## config.mk

```make
export PLATFORM = sky130hd
export DESIGN_NAME = mem_arbiter_flat
export DESIGN_NICKNAME = d
export VERILOG_FILES = /design/src/rtl/mem_arbiter_pkg.sv /design/src/rtl/mem_arbiter_if.sv /design/src/rtl/mem_arb_pick.sv /design/src/rtl/mem_arbiter.sv /design/src/flat_wrapper.sv
export SDC_FILE = /design/constraint.sdc
export NUM_CORES = 1
export LEC_CHECK = 0
export ABC_AREA = 1
export CORE_ASPECT_RATIO = 0.9
export CORE_UTILIZATION = 35
export CTS_BUF_LIST = sky130_fd_sc_hd__clkbuf_4 sky130_fd_sc_hd__clkbuf_8
export CTS_CLUSTER_DIAMETER = 100
export CTS_CLUSTER_SIZE = 16
export DETAILED_ROUTE_END_ITERATION = 7
export GPL_ROUTABILITY_DRIVEN = 0
export PLACE_DENSITY_LB_ADDON = 0.2
export SKIP_CTS_REPAIR_TIMING = 1
export SLEW_MARGIN = 20
export SYNTH_ARGS = -nofsm -noshare
export SYNTH_HDL_FRONTEND = slang
export SYNTH_HIERARCHICAL = 1
export SYNTH_SLANG_ARGS = --single-unit
```

## constraint.sdc

```tcl
create_clock -name clk -period 1.4 [get_ports clk]
set_input_delay 0.14 -clock clk [delete_from_list [all_inputs] [get_ports clk]]
set_output_delay 0.14 -clock clk [all_outputs]
set_load 0.02 [all_outputs]
```

## src/rtl/mem_arbiter_pkg.sv

```systemverilog
// Shared types for the memory-controller arbiter: state encodings, LSB opcodes,
// latched command and registered-output bundles.
package mem_arbiter_pkg;

  typedef enum logic [2:0] {
    ARB_IDLE = 3'd0,
    ARB_IC   = 3'd1,
    ARB_PF   = 3'd2,
    ARB_LSB  = 3'd3,
    ARB_REL  = 3'd4
  } arb_state_e;

  // Loads live in 3'b110xxx, stores in 3'b111xxx.
  localparam logic [5:0] OP_LB  = 6'b110_000;
  localparam logic [5:0] OP_LH  = 6'b110_001;
  localparam logic [5:0] OP_LW  = 6'b110_010;
  localparam logic [5:0] OP_LBU = 6'b110_011;
  localparam logic [5:0] OP_LHU = 6'b110_100;
  localparam logic [5:0] OP_SB  = 6'b111_000;
  localparam logic [5:0] OP_SH  = 6'b111_001;
  localparam logic [5:0] OP_SW  = 6'b111_010;

  localparam int REQ_IC  = 0;
  localparam int REQ_LSB = 1;
  localparam int REQ_PF  = 2;

  typedef logic [2:0] req_vec_t;

  typedef struct packed {
    logic [31:0] addr;
    logic [5:0]  op;
    logic [31:0] imm;
    logic [31:0] val;
  } lsb_cmd_t;

  typedef struct packed {
    logic        ic_gnt;
    logic        ic_done;
    logic        lsb_gnt;
    logic        lsb_done;
    logic        pf_gnt;
    logic        pf_done;
    logic        mc_ic_ready;
    logic        mc_lsb_ready;
    logic [31:0] mc_ic_addr;
    lsb_cmd_t    mc_lsb;
  } arb_out_t;

  function automatic logic is_store_op(input logic [5:0] op);
    return op[5:3] == 3'b111;
  endfunction

endpackage

```

## src/rtl/mem_arbiter_if.sv

```systemverilog
// Requester and controller signals of the memory arbiter; slave is the arbiter's
// view, master is the surrounding requesters plus controller.
interface mem_arbiter_if;
  logic        ic_req;
  logic [31:0] ic_addr;
  logic        ic_gnt;
  logic        ic_done;

  logic        lsb_req;
  logic [31:0] lsb_addr;
  logic [5:0]  lsb_op;
  logic [31:0] lsb_imm;
  logic [31:0] lsb_val;
  logic        lsb_gnt;
  logic        lsb_done;

  logic        pf_req;
  logic [31:0] pf_addr;
  logic        pf_gnt;
  logic        pf_done;

  logic        mc_ic_ready;
  logic [31:0] mc_ic_addr;
  logic        mc_ic_ok;
  logic        mc_lsb_ready;
  logic [31:0] mc_lsb_addr;
  logic [5:0]  mc_lsb_op;
  logic [31:0] mc_lsb_imm;
  logic [31:0] mc_lsb_val;
  logic        mc_lsb_done;

  modport slave (
    input  ic_req, ic_addr, lsb_req, lsb_addr, lsb_op, lsb_imm, lsb_val,
           pf_req, pf_addr, mc_ic_ok, mc_lsb_done,
    output ic_gnt, ic_done, lsb_gnt, lsb_done, pf_gnt, pf_done,
           mc_ic_ready, mc_ic_addr, mc_lsb_ready, mc_lsb_addr, mc_lsb_op,
           mc_lsb_imm, mc_lsb_val
  );

  modport master (
    output ic_req, ic_addr, lsb_req, lsb_addr, lsb_op, lsb_imm, lsb_val,
           pf_req, pf_addr, mc_ic_ok, mc_lsb_done,
    input  ic_gnt, ic_done, lsb_gnt, lsb_done, pf_gnt, pf_done,
           mc_ic_ready, mc_ic_addr, mc_lsb_ready, mc_lsb_addr, mc_lsb_op,
           mc_lsb_imm, mc_lsb_val
  );
endinterface

```

## src/rtl/mem_arb_pick.sv

```systemverilog
// Combinational winner select: LSB > IC > PF, except IC is forced once LSB has
// won STARVE_LIMIT times in a row while IC was waiting.
module mem_arb_pick
  import mem_arbiter_pkg::*;
#(
  parameter int STARVE_LIMIT = 4,
  parameter int STARVE_W     = 3
) (
  input  req_vec_t            reqs,
  input  logic [STARVE_W-1:0] starve_cnt,
  input  logic                clear,
  output req_vec_t            winner
);
  logic ic_starved;

  assign ic_starved = reqs[REQ_IC] && (starve_cnt == STARVE_W'(STARVE_LIMIT));

  always_comb begin
    winner = '0;
    if (!clear) begin
      if (reqs[REQ_LSB] && !ic_starved) winner[REQ_LSB] = 1'b1;
      else if (reqs[REQ_IC])            winner[REQ_IC]  = 1'b1;
      else if (reqs[REQ_PF])            winner[REQ_PF]  = 1'b1;
    end
  end
endmodule

```

## src/rtl/mem_arbiter.sv

```systemverilog
// Shares the byte-serial memory controller among IC fetch, LSB and prefetcher.
// Optional prefetch port enabled with `define MEM_ARB_PREFETCH_EN.
module mem_arbiter
  import mem_arbiter_pkg::*;
#(
  parameter int STARVE_LIMIT = 4,
  parameter int STARVE_W     = 3
) (
  input logic          clk,
  input logic          rst,
  input logic          rdy,
  input logic          clear,
  mem_arbiter_if.slave bus
);
  arb_state_e          state, state_n;
  logic [STARVE_W-1:0] starve_cnt, starve_n;
  logic                is_store, is_store_n;
  arb_out_t            out_q, out_n;
  req_vec_t            reqs, winner;
  lsb_cmd_t            lsb_cmd;

  assign lsb_cmd = '{addr: bus.lsb_addr, op: bus.lsb_op, imm: bus.lsb_imm, val: bus.lsb_val};

  assign reqs[REQ_IC]  = bus.ic_req;
  assign reqs[REQ_LSB] = bus.lsb_req;
`ifdef MEM_ARB_PREFETCH_EN
  assign reqs[REQ_PF]  = bus.pf_req;
`else
  assign reqs[REQ_PF]  = 1'b0;
`endif

  mem_arb_pick #(
    .STARVE_LIMIT(STARVE_LIMIT),
    .STARVE_W    (STARVE_W)
  ) u_pick (
    .reqs      (reqs),
    .starve_cnt(starve_cnt),
    .clear     (clear),
    .winner    (winner)
  );

  always_comb begin
    state_n      = state;
    starve_n     = starve_cnt;
    is_store_n   = is_store;
    out_n        = out_q;
    out_n.ic_gnt   = 1'b0;
    out_n.ic_done  = 1'b0;
    out_n.lsb_gnt  = 1'b0;
    out_n.lsb_done = 1'b0;
    out_n.pf_gnt   = 1'b0;
    out_n.pf_done  = 1'b0;
    case (state)
      ARB_IDLE: begin
        if (winner[REQ_LSB]) begin
          out_n.lsb_gnt      = 1'b1;
          out_n.mc_lsb_ready = 1'b1;
          out_n.mc_lsb       = lsb_cmd;
          is_store_n         = is_store_op(bus.lsb_op);
          state_n            = ARB_LSB;
          // Only LSB wins taken while IC is waiting count toward starvation.
          if (!bus.ic_req)                                starve_n = '0;
          else if (starve_cnt != STARVE_W'(STARVE_LIMIT)) starve_n = starve_cnt + STARVE_W'(1);
        end else if (winner[REQ_IC]) begin
          out_n.ic_gnt      = 1'b1;
          out_n.mc_ic_ready = 1'b1;
          out_n.mc_ic_addr  = bus.ic_addr;
          starve_n          = '0;
          state_n           = ARB_IC;
        end
`ifdef MEM_ARB_PREFETCH_EN
        else if (winner[REQ_PF]) begin
          out_n.pf_gnt      = 1'b1;
          out_n.mc_ic_ready = 1'b1;
          out_n.mc_ic_addr  = bus.pf_addr;
          state_n           = ARB_PF;
        end
`endif
      end
      ARB_IC: begin
        if (bus.mc_ic_ok) begin
          out_n.ic_done     = 1'b1;
          out_n.mc_ic_ready = 1'b0;
          state_n           = ARB_REL;
        end else if (clear) begin
          out_n.mc_ic_ready = 1'b0;
          state_n           = ARB_REL;
        end
      end
`ifdef MEM_ARB_PREFETCH_EN
      ARB_PF: begin
        if (bus.mc_ic_ok) begin
          out_n.pf_done     = 1'b1;
          out_n.mc_ic_ready = 1'b0;
          state_n           = ARB_REL;
        end else if (clear) begin
          out_n.mc_ic_ready = 1'b0;
          state_n           = ARB_REL;
        end
      end
`endif
      ARB_LSB: begin
        // A committed store must reach memory, so flush only aborts loads.
        if (bus.mc_lsb_done) begin
          out_n.lsb_done     = 1'b1;
          out_n.mc_lsb_ready = 1'b0;
          state_n            = ARB_REL;
        end else if (clear && !is_store) begin
          out_n.mc_lsb_ready = 1'b0;
          state_n            = ARB_REL;
        end
      end
      ARB_REL: state_n = ARB_IDLE;
      default: state_n = ARB_IDLE;
    endcase
  end

  always_ff @(posedge clk) begin
    if (!rst) begin
      state      <= ARB_IDLE;
      starve_cnt <= '0;
      is_store   <= 1'b0;
      out_q      <= '0;
    end else if (rdy) begin
      state      <= state_n;
      starve_cnt <= starve_n;
      is_store   <= is_store_n;
      out_q      <= out_n;
    end
  end

  assign bus.ic_gnt       = out_q.ic_gnt;
  assign bus.ic_done      = out_q.ic_done;
  assign bus.lsb_gnt      = out_q.lsb_gnt;
  assign bus.lsb_done     = out_q.lsb_done;
  assign bus.mc_ic_ready  = out_q.mc_ic_ready;
  assign bus.mc_ic_addr   = out_q.mc_ic_addr;
  assign bus.mc_lsb_ready = out_q.mc_lsb_ready;
  assign bus.mc_lsb_addr  = out_q.mc_lsb.addr;
  assign bus.mc_lsb_op    = out_q.mc_lsb.op;
  assign bus.mc_lsb_imm   = out_q.mc_lsb.imm;
  assign bus.mc_lsb_val   = out_q.mc_lsb.val;

`ifdef MEM_ARB_PREFETCH_EN
  assign bus.pf_gnt  = out_q.pf_gnt;
  assign bus.pf_done = out_q.pf_done;
`else
  logic unused_pf;
  assign bus.pf_gnt  = 1'b0;
  assign bus.pf_done = 1'b0;
  assign unused_pf   = ^{bus.pf_req, bus.pf_addr, out_q.pf_gnt, out_q.pf_done, winner[REQ_PF]};
`endif
endmodule

```

## src/flat_wrapper.sv

```systemverilog
// flat-port wrapper written by rule: the top's interface ports become plain ports
module mem_arbiter_flat import mem_arbiter_pkg::*;
#(
  parameter int STARVE_LIMIT = 4,
  parameter int STARVE_W     = 3
)
  (clk, rst, rdy, clear, bus_ic_req, bus_ic_addr, bus_lsb_req, bus_lsb_addr, bus_lsb_op, bus_lsb_imm, bus_lsb_val, bus_pf_req, bus_pf_addr, bus_mc_ic_ok, bus_mc_lsb_done, bus_ic_gnt, bus_ic_done, bus_lsb_gnt, bus_lsb_done, bus_pf_gnt, bus_pf_done, bus_mc_ic_ready, bus_mc_ic_addr, bus_mc_lsb_ready, bus_mc_lsb_addr, bus_mc_lsb_op, bus_mc_lsb_imm, bus_mc_lsb_val);
  mem_arbiter_if bus_i ();
  input logic clk;
  input logic rst;
  input logic rdy;
  input logic clear;
  input wire logic [$bits(bus_i.ic_req)-1:0] bus_ic_req;
  input wire logic [$bits(bus_i.ic_addr)-1:0] bus_ic_addr;
  input wire logic [$bits(bus_i.lsb_req)-1:0] bus_lsb_req;
  input wire logic [$bits(bus_i.lsb_addr)-1:0] bus_lsb_addr;
  input wire logic [$bits(bus_i.lsb_op)-1:0] bus_lsb_op;
  input wire logic [$bits(bus_i.lsb_imm)-1:0] bus_lsb_imm;
  input wire logic [$bits(bus_i.lsb_val)-1:0] bus_lsb_val;
  input wire logic [$bits(bus_i.pf_req)-1:0] bus_pf_req;
  input wire logic [$bits(bus_i.pf_addr)-1:0] bus_pf_addr;
  input wire logic [$bits(bus_i.mc_ic_ok)-1:0] bus_mc_ic_ok;
  input wire logic [$bits(bus_i.mc_lsb_done)-1:0] bus_mc_lsb_done;
  output wire logic [$bits(bus_i.ic_gnt)-1:0] bus_ic_gnt;
  output wire logic [$bits(bus_i.ic_done)-1:0] bus_ic_done;
  output wire logic [$bits(bus_i.lsb_gnt)-1:0] bus_lsb_gnt;
  output wire logic [$bits(bus_i.lsb_done)-1:0] bus_lsb_done;
  output wire logic [$bits(bus_i.pf_gnt)-1:0] bus_pf_gnt;
  output wire logic [$bits(bus_i.pf_done)-1:0] bus_pf_done;
  output wire logic [$bits(bus_i.mc_ic_ready)-1:0] bus_mc_ic_ready;
  output wire logic [$bits(bus_i.mc_ic_addr)-1:0] bus_mc_ic_addr;
  output wire logic [$bits(bus_i.mc_lsb_ready)-1:0] bus_mc_lsb_ready;
  output wire logic [$bits(bus_i.mc_lsb_addr)-1:0] bus_mc_lsb_addr;
  output wire logic [$bits(bus_i.mc_lsb_op)-1:0] bus_mc_lsb_op;
  output wire logic [$bits(bus_i.mc_lsb_imm)-1:0] bus_mc_lsb_imm;
  output wire logic [$bits(bus_i.mc_lsb_val)-1:0] bus_mc_lsb_val;
  assign bus_i.ic_req = bus_ic_req;
  assign bus_i.ic_addr = bus_ic_addr;
  assign bus_i.lsb_req = bus_lsb_req;
  assign bus_i.lsb_addr = bus_lsb_addr;
  assign bus_i.lsb_op = bus_lsb_op;
  assign bus_i.lsb_imm = bus_lsb_imm;
  assign bus_i.lsb_val = bus_lsb_val;
  assign bus_i.pf_req = bus_pf_req;
  assign bus_i.pf_addr = bus_pf_addr;
  assign bus_i.mc_ic_ok = bus_mc_ic_ok;
  assign bus_i.mc_lsb_done = bus_mc_lsb_done;
  assign bus_ic_gnt = bus_i.ic_gnt;
  assign bus_ic_done = bus_i.ic_done;
  assign bus_lsb_gnt = bus_i.lsb_gnt;
  assign bus_lsb_done = bus_i.lsb_done;
  assign bus_pf_gnt = bus_i.pf_gnt;
  assign bus_pf_done = bus_i.pf_done;
  assign bus_mc_ic_ready = bus_i.mc_ic_ready;
  assign bus_mc_ic_addr = bus_i.mc_ic_addr;
  assign bus_mc_lsb_ready = bus_i.mc_lsb_ready;
  assign bus_mc_lsb_addr = bus_i.mc_lsb_addr;
  assign bus_mc_lsb_op = bus_i.mc_lsb_op;
  assign bus_mc_lsb_imm = bus_i.mc_lsb_imm;
  assign bus_mc_lsb_val = bus_i.mc_lsb_val;
  mem_arbiter #(.STARVE_LIMIT(STARVE_LIMIT), .STARVE_W(STARVE_W)) u_core (.clk(clk), .rst(rst), .rdy(rdy), .clear(clear), .bus(bus_i));
endmodule
```

After elaboration in Yosys (flattened, before gate mapping)
Index checks and enable logic that the tools add are counted.
{"block": "word_totals", "wordCells": 76, "output_inout_bits": 142, "regBits": 147}
{"block": "op_classes", "eq_ne": 12, "muxes": 33, "add_sub_neg": 1, "n_reduce_logical": 15, "bitwise_logic": 1}
{"operator": "$mux 3", "n": 10}
{"operator": "$mux 1", "n": 19}
{"operator": "$reduce_and 4->1", "n": 4}
{"operator": "$ne 3x3->1 const B", "n": 3}
{"operator": "$pmux 3 s3", "n": 1}
{"operator": "$eq 3x3->1 const B", "n": 2}
{"operator": "$ne 2x2->1 const B", "n": 3}
{"operator": "$ne 3x2->1 const B", "n": 2}
{"operator": "$reduce_bool 2->1", "n": 3}
{"operator": "$reduce_and 5->1", "n": 1}
{"operator": "$pmux 1 s2", "n": 2}
{"operator": "$add 3x1->3 const B", "n": 1}
{"operator": "$eq 3x1->1 const B", "n": 1}
{"operator": "$eq 3x2->1 const B", "n": 1}
{"operator": "$logic_and 1x1->1", "n": 3}
{"operator": "$logic_not 3->1", "n": 1}
{"operator": "$reduce_and 3->1", "n": 1}
{"operator": "$logic_not 1->1", "n": 2}
{"operator": "$mux 2", "n": 1}
{"operator": "$not 1->1", "n": 1}

Depth between registers and ports, before layout
{"block": "logic_depth", "depth_word": 9, "ltp_mapped": 13, "ltp_nobuf": 13}

By module
The synthesis kept the hierarchy.
{"mod": "mem_arbiter", "n_inst": 1, "area_per_inst_um2": 5293.8, "cells_per_inst": 682, "seq_area_each_um2": 2942.8}
{"mod": "mem_arb_pick", "n_inst": 1, "area_per_inst_um2": 52.6, "cells_per_inst": 11, "seq_area_each_um2": 0.0}

Least setup slack after synthesis
No wires, ideal clock.
{"block": "synth_path", "path_type": "reg2reg", "start": "reg u_core.starve_cnt[2]", "end": "reg u_core.out_q (netlist bit u_core/bus.mc_lsb_addr[16])", "period_less_slack_ns": 1.568, "stages_incl_launch_ff": 13, "n_path_buf": 2, "setup_time_ns": 0.116, "t_arrival_ns": 1.452, "required_time_ns": 1.284, "setup_slack_ns": -0.168, "cell_sequence": "dfxtp_1 nand2_1 inv_1 nand2_1 nand2_1 nor2_1 nand3_2 nor2_4 inv_2 buf_6 buf_6 nor2_1 nor2_1"}
{"block": "synth_between", "elab_chain_cells": 7}
{"element": "start, declared", "line_no": "mem_arbiter.sv:16", "rtl": "logic [STARVE_W-1:0] starve_cnt, starve_n;"}
{"element": "start signal, assigned", "line_no": "mem_arbiter.sv:126", "rtl": "starve_cnt <= starve_n;"}
{"element": "$eq 3x3->1", "line_no": "mem_arb_pick.sv:16", "rtl": "assign ic_starved = reqs[REQ_IC] && (starve_cnt == STARVE_W'(STARVE_LIMIT));"}
{"element": "$logic_and 1x1->1", "line_no": "mem_arb_pick.sv:16"}
{"element": "$logic_not 1->1", "line_no": "mem_arb_pick.sv:21", "rtl": "if (reqs[REQ_LSB] && !ic_starved) winner[REQ_LSB] = 1'b1;"}
{"element": "$logic_and 1x1->1", "line_no": "mem_arb_pick.sv:21"}
{"element": "$mux 1", "line_no": "mem_arb_pick.sv:21"}
{"element": "$mux 2", "line_no": "mem_arb_pick.sv:20", "rtl": "if (!clear) begin"}
{"element": "named net u_core.winner[1]", "line_no": "mem_arbiter.sv:19", "rtl": "req_vec_t reqs, winner;"}
{"element": "$reduce_and 3->1 (no line)"}
{"element": "end signal, assigned", "line_no": "mem_arbiter.sv:128", "rtl": "out_q <= out_n;"}
{"element": "end, declared", "line_no": "mem_arbiter.sv:18", "rtl": "arb_out_t out_q, out_n;"}
The timed path passes the listed nets, and every way through them passes these cells.
A chain may end at the register's enable or synchronous reset.

Worst setup path after layout
{"block": "layout_path", "start": "reg u_core.starve_cnt[1]", "end": "reg u_core.out_q (netlist bit u_core/bus.mc_ic_addr[12])"}
{"block": "layout_between", "elab_cells_between_ends": 9, "classes_between": "eq/ne: 1; mux: 3; bitwise: 1; reduce/logical: 4"}
{"element": "$eq 3x3->1", "line_no": "mem_arb_pick.sv:16"}
{"element": "$logic_and 1x1->1", "line_no": "mem_arb_pick.sv:16"}
{"element": "$logic_not 1->1", "line_no": "mem_arb_pick.sv:21"}
{"element": "$logic_and 1x1->1", "line_no": "mem_arb_pick.sv:21"}
{"element": "$mux 1", "line_no": "mem_arb_pick.sv:21"}
{"element": "$mux 2", "line_no": "mem_arb_pick.sv:20"}
{"element": "named net u_core.winner[0]", "line_no": "mem_arbiter.sv:19"}
{"element": "$reduce_and 4->1 (no line)"}
The timed path passes the listed nets, and every way through them passes these cells.

==> results_dict.tcl <==
set metrics [dict create \
    status "finished, violations left" \
    violations "setup timing" \
    setup_viol_count_final 145 \
    cts_tree "yes" \
    dp_hpwl_um 10800 \
    vias 5762 \
    hold_violations 0 \
    path_clk_slew_ns 0.09 \
    p_per_area_nw_per_um2 959 \
    viasPerCell 4.69 \
    dpl_cell_area_sq_um 8490 \
    root_buffer "clkbuf_8" \
    synth_area_sq_um 5340 \
    ir_worst_vdd_v 0.000645 \
    port_buffers 281 \
    cpPeakStageDelay_ns 0.34 \
    relSlewSlack 0.476 \
    first_global_vias 5111 \
    syn_avg_cell_area_sq_um 7.72 \
    worstPathRequired_ns 1.77 \
    clockBufferDepth 2 \
    crit_arrival_ns 2.11 \
    yosys_warnings 6 \
    synthCells 691 \
    criticalPathCategory "flip-flop to flip-flop" \
    end_kind "flip-flop" \
    overflow 0 \
    start_kind "flip-flop" \
    die_x_um 132 \
    fp.coreArea_sq_um 14800 \
    die_h_um 119 \
    slowest_stage "dfxtp_2" \
    cap_violations 0 \
    syn2layout_area_growth_pct 97.8 \
    numCtsBuffers 17 \
    cts.htree.levels 4 \
    core.rowCount 42 \
    hp-class "input port to flip-flop" \
    insertedDiodeCount 0 \
    io_pins 317 \
    hold_slack_ns 0.156 \
    cellLeakagePower_nw 6.46 \
    firstDrtPassIters 4 \
    antenna_found_initial 0 \
    fill_cells 1109 \
    worst_pin_slew_ns 0.786 \
    grt_usage 0.201 \
    final.setup_skew_ns 0.0174 \
    wl_per_cell_um 15.9 \
    drt-initial-drc-count 265 \
    initial_core_util 0.360 \
    cts.sinks 147 \
    fin_crit_ns 1.73 \
    postRouteAntennaNets 0 \
    cp_max_fo 8 \
    die-area_sq_um 15700 \
    grt_max_degree 89 \
    finalMaxSlewViolations 0 \
    drt_wl_total_um 19500 \
    grt_pass1_wl_um 25300 \
    setup_ws_ns -0.332 \
    rsz0062_at_grt "true" \
    post-route-period-util 1.24 \
    insertion_delay_ns 0.44 \
    final_nets 1195 \
    drive_gt1_frac 0.248 \
    fin_area_sq_um 10600 \
    drcViolationCount 0 \
    fmax_mhz 577 \
    critical_path.cell_chain "nor2_4, nand2_2, buf_6, a21oi_4, nand2_2, nor3_4, buf_6, clkbuf_16, o21ai_0, nor2_1" \
]
[final timing paths]
kind                                                        start                                     end  slack [ns]  cells after the start
worst max-delay path            u_core/starve_cnt[1]$_SDFFE_PN0P_  u_core/bus.mc_ic_addr[12]$_SDFFE_PN0P_       -0.33                     10
worst min-delay path                                          rst    u_core/bus.mc_lsb_op[5]$_SDFFE_PN0P_        0.16                      3
worst min register to register     u_core/bus.ic_gnt$_SDFFE_PN0P_          u_core/bus.ic_gnt$_SDFFE_PN0P_        0.47                      2
worst max register to register  u_core/starve_cnt[1]$_SDFFE_PN0P_  u_core/bus.mc_ic_addr[12]$_SDFFE_PN0P_       -0.33                     10
[stage by stage]
stage                     setup slack (ns)  TNS (ns)  std cells   util  total power [mW]
after global placement              -0.514    -67.99       1161  0.573              6.19
after floorplan                     -0.103     -5.47        692      -              5.24
final                               -0.332    -37.67       1229  0.712              10.1
after global routing                -0.432    -51.94       1229  0.712              10.5
after detailed placement            -0.551    -72.80       1161  0.573              6.19
after CTS                           -0.284    -54.48       1193  0.602              9.77
[where the power goes]
part,total [mW],internal [mW],switching (mW)
logic,1.99,1.08,0.914
registers,4.53,4.39,0.137
clock network,3.60,1.87,1.74
total,10.1,7.33,2.79
[per-layer routing]
metal  vias up  track usage  share of wire
met5         -            0              0
met4         0       0.0763          0.016
met1      2697        0.235           0.42
li1       2865            -              -
met2       182        0.335           0.50
met3        18       0.0741          0.061
[critical path, delay by kind of cell, from the launching register on]
family | cells | cell delay (ns)
AOI/OAI and AO/OA | 2 | 0.22
DFF | 1 | 0.34
and+or+nand+nor | 5 | 0.65
buffers and inverters | 3 | 0.45
[cell type report]
| type | instances | area [sq um] | area share |
|---|---|---|---|
| Timing Repair Buffer | 352 | 4260 | 0.403 |
| Sequential cell | 147 | 2950 | 0.279 |
| Multi-Input combinational cell | 481 | 2600 | 0.246 |
| Tap cell | 198 | 248 | 0.0235 |
| Inverter | 19 | 78.8 | 0.00747 |
| Clock inverter | 13 | 174 | 0.0165 |
| Clock buffer | 19 | 255 | 0.0242 |
[flip-flops by register name, indices dropped and copies added, names as in the netlist, 3 cells and up]
register / flops
u_core/starve_cnt: 3
u_core/bus.mc_lsb_op: 6
u_core/state: 3
u_core/bus.mc_lsb_addr: 32
u_core/bus.mc_lsb_val: 32
u_core/bus.mc_lsb_imm: 32
u_core/bus.mc_ic_addr: 32
[cell usage in the layout, fill, tap and decap left out, drive strengths merged]
cell / n
nand4: 1
buf: 53
dlymetal6s2s: 140
clkbuf: 37
nand2: 32
clkinv: 5
dlygate4sd3: 1
bufinv: 3
o21ai: 138
inv: 22
or2: 2
a21oi: 14
ha: 2
o21a: 1
conb: 2
dfxtp: 147
clkinvlp: 2
nor3: 1
nand3: 7
nor2: 281
clkdlybuf4s50: 140
No activity file was read; power rests on OpenSTA's default activity.
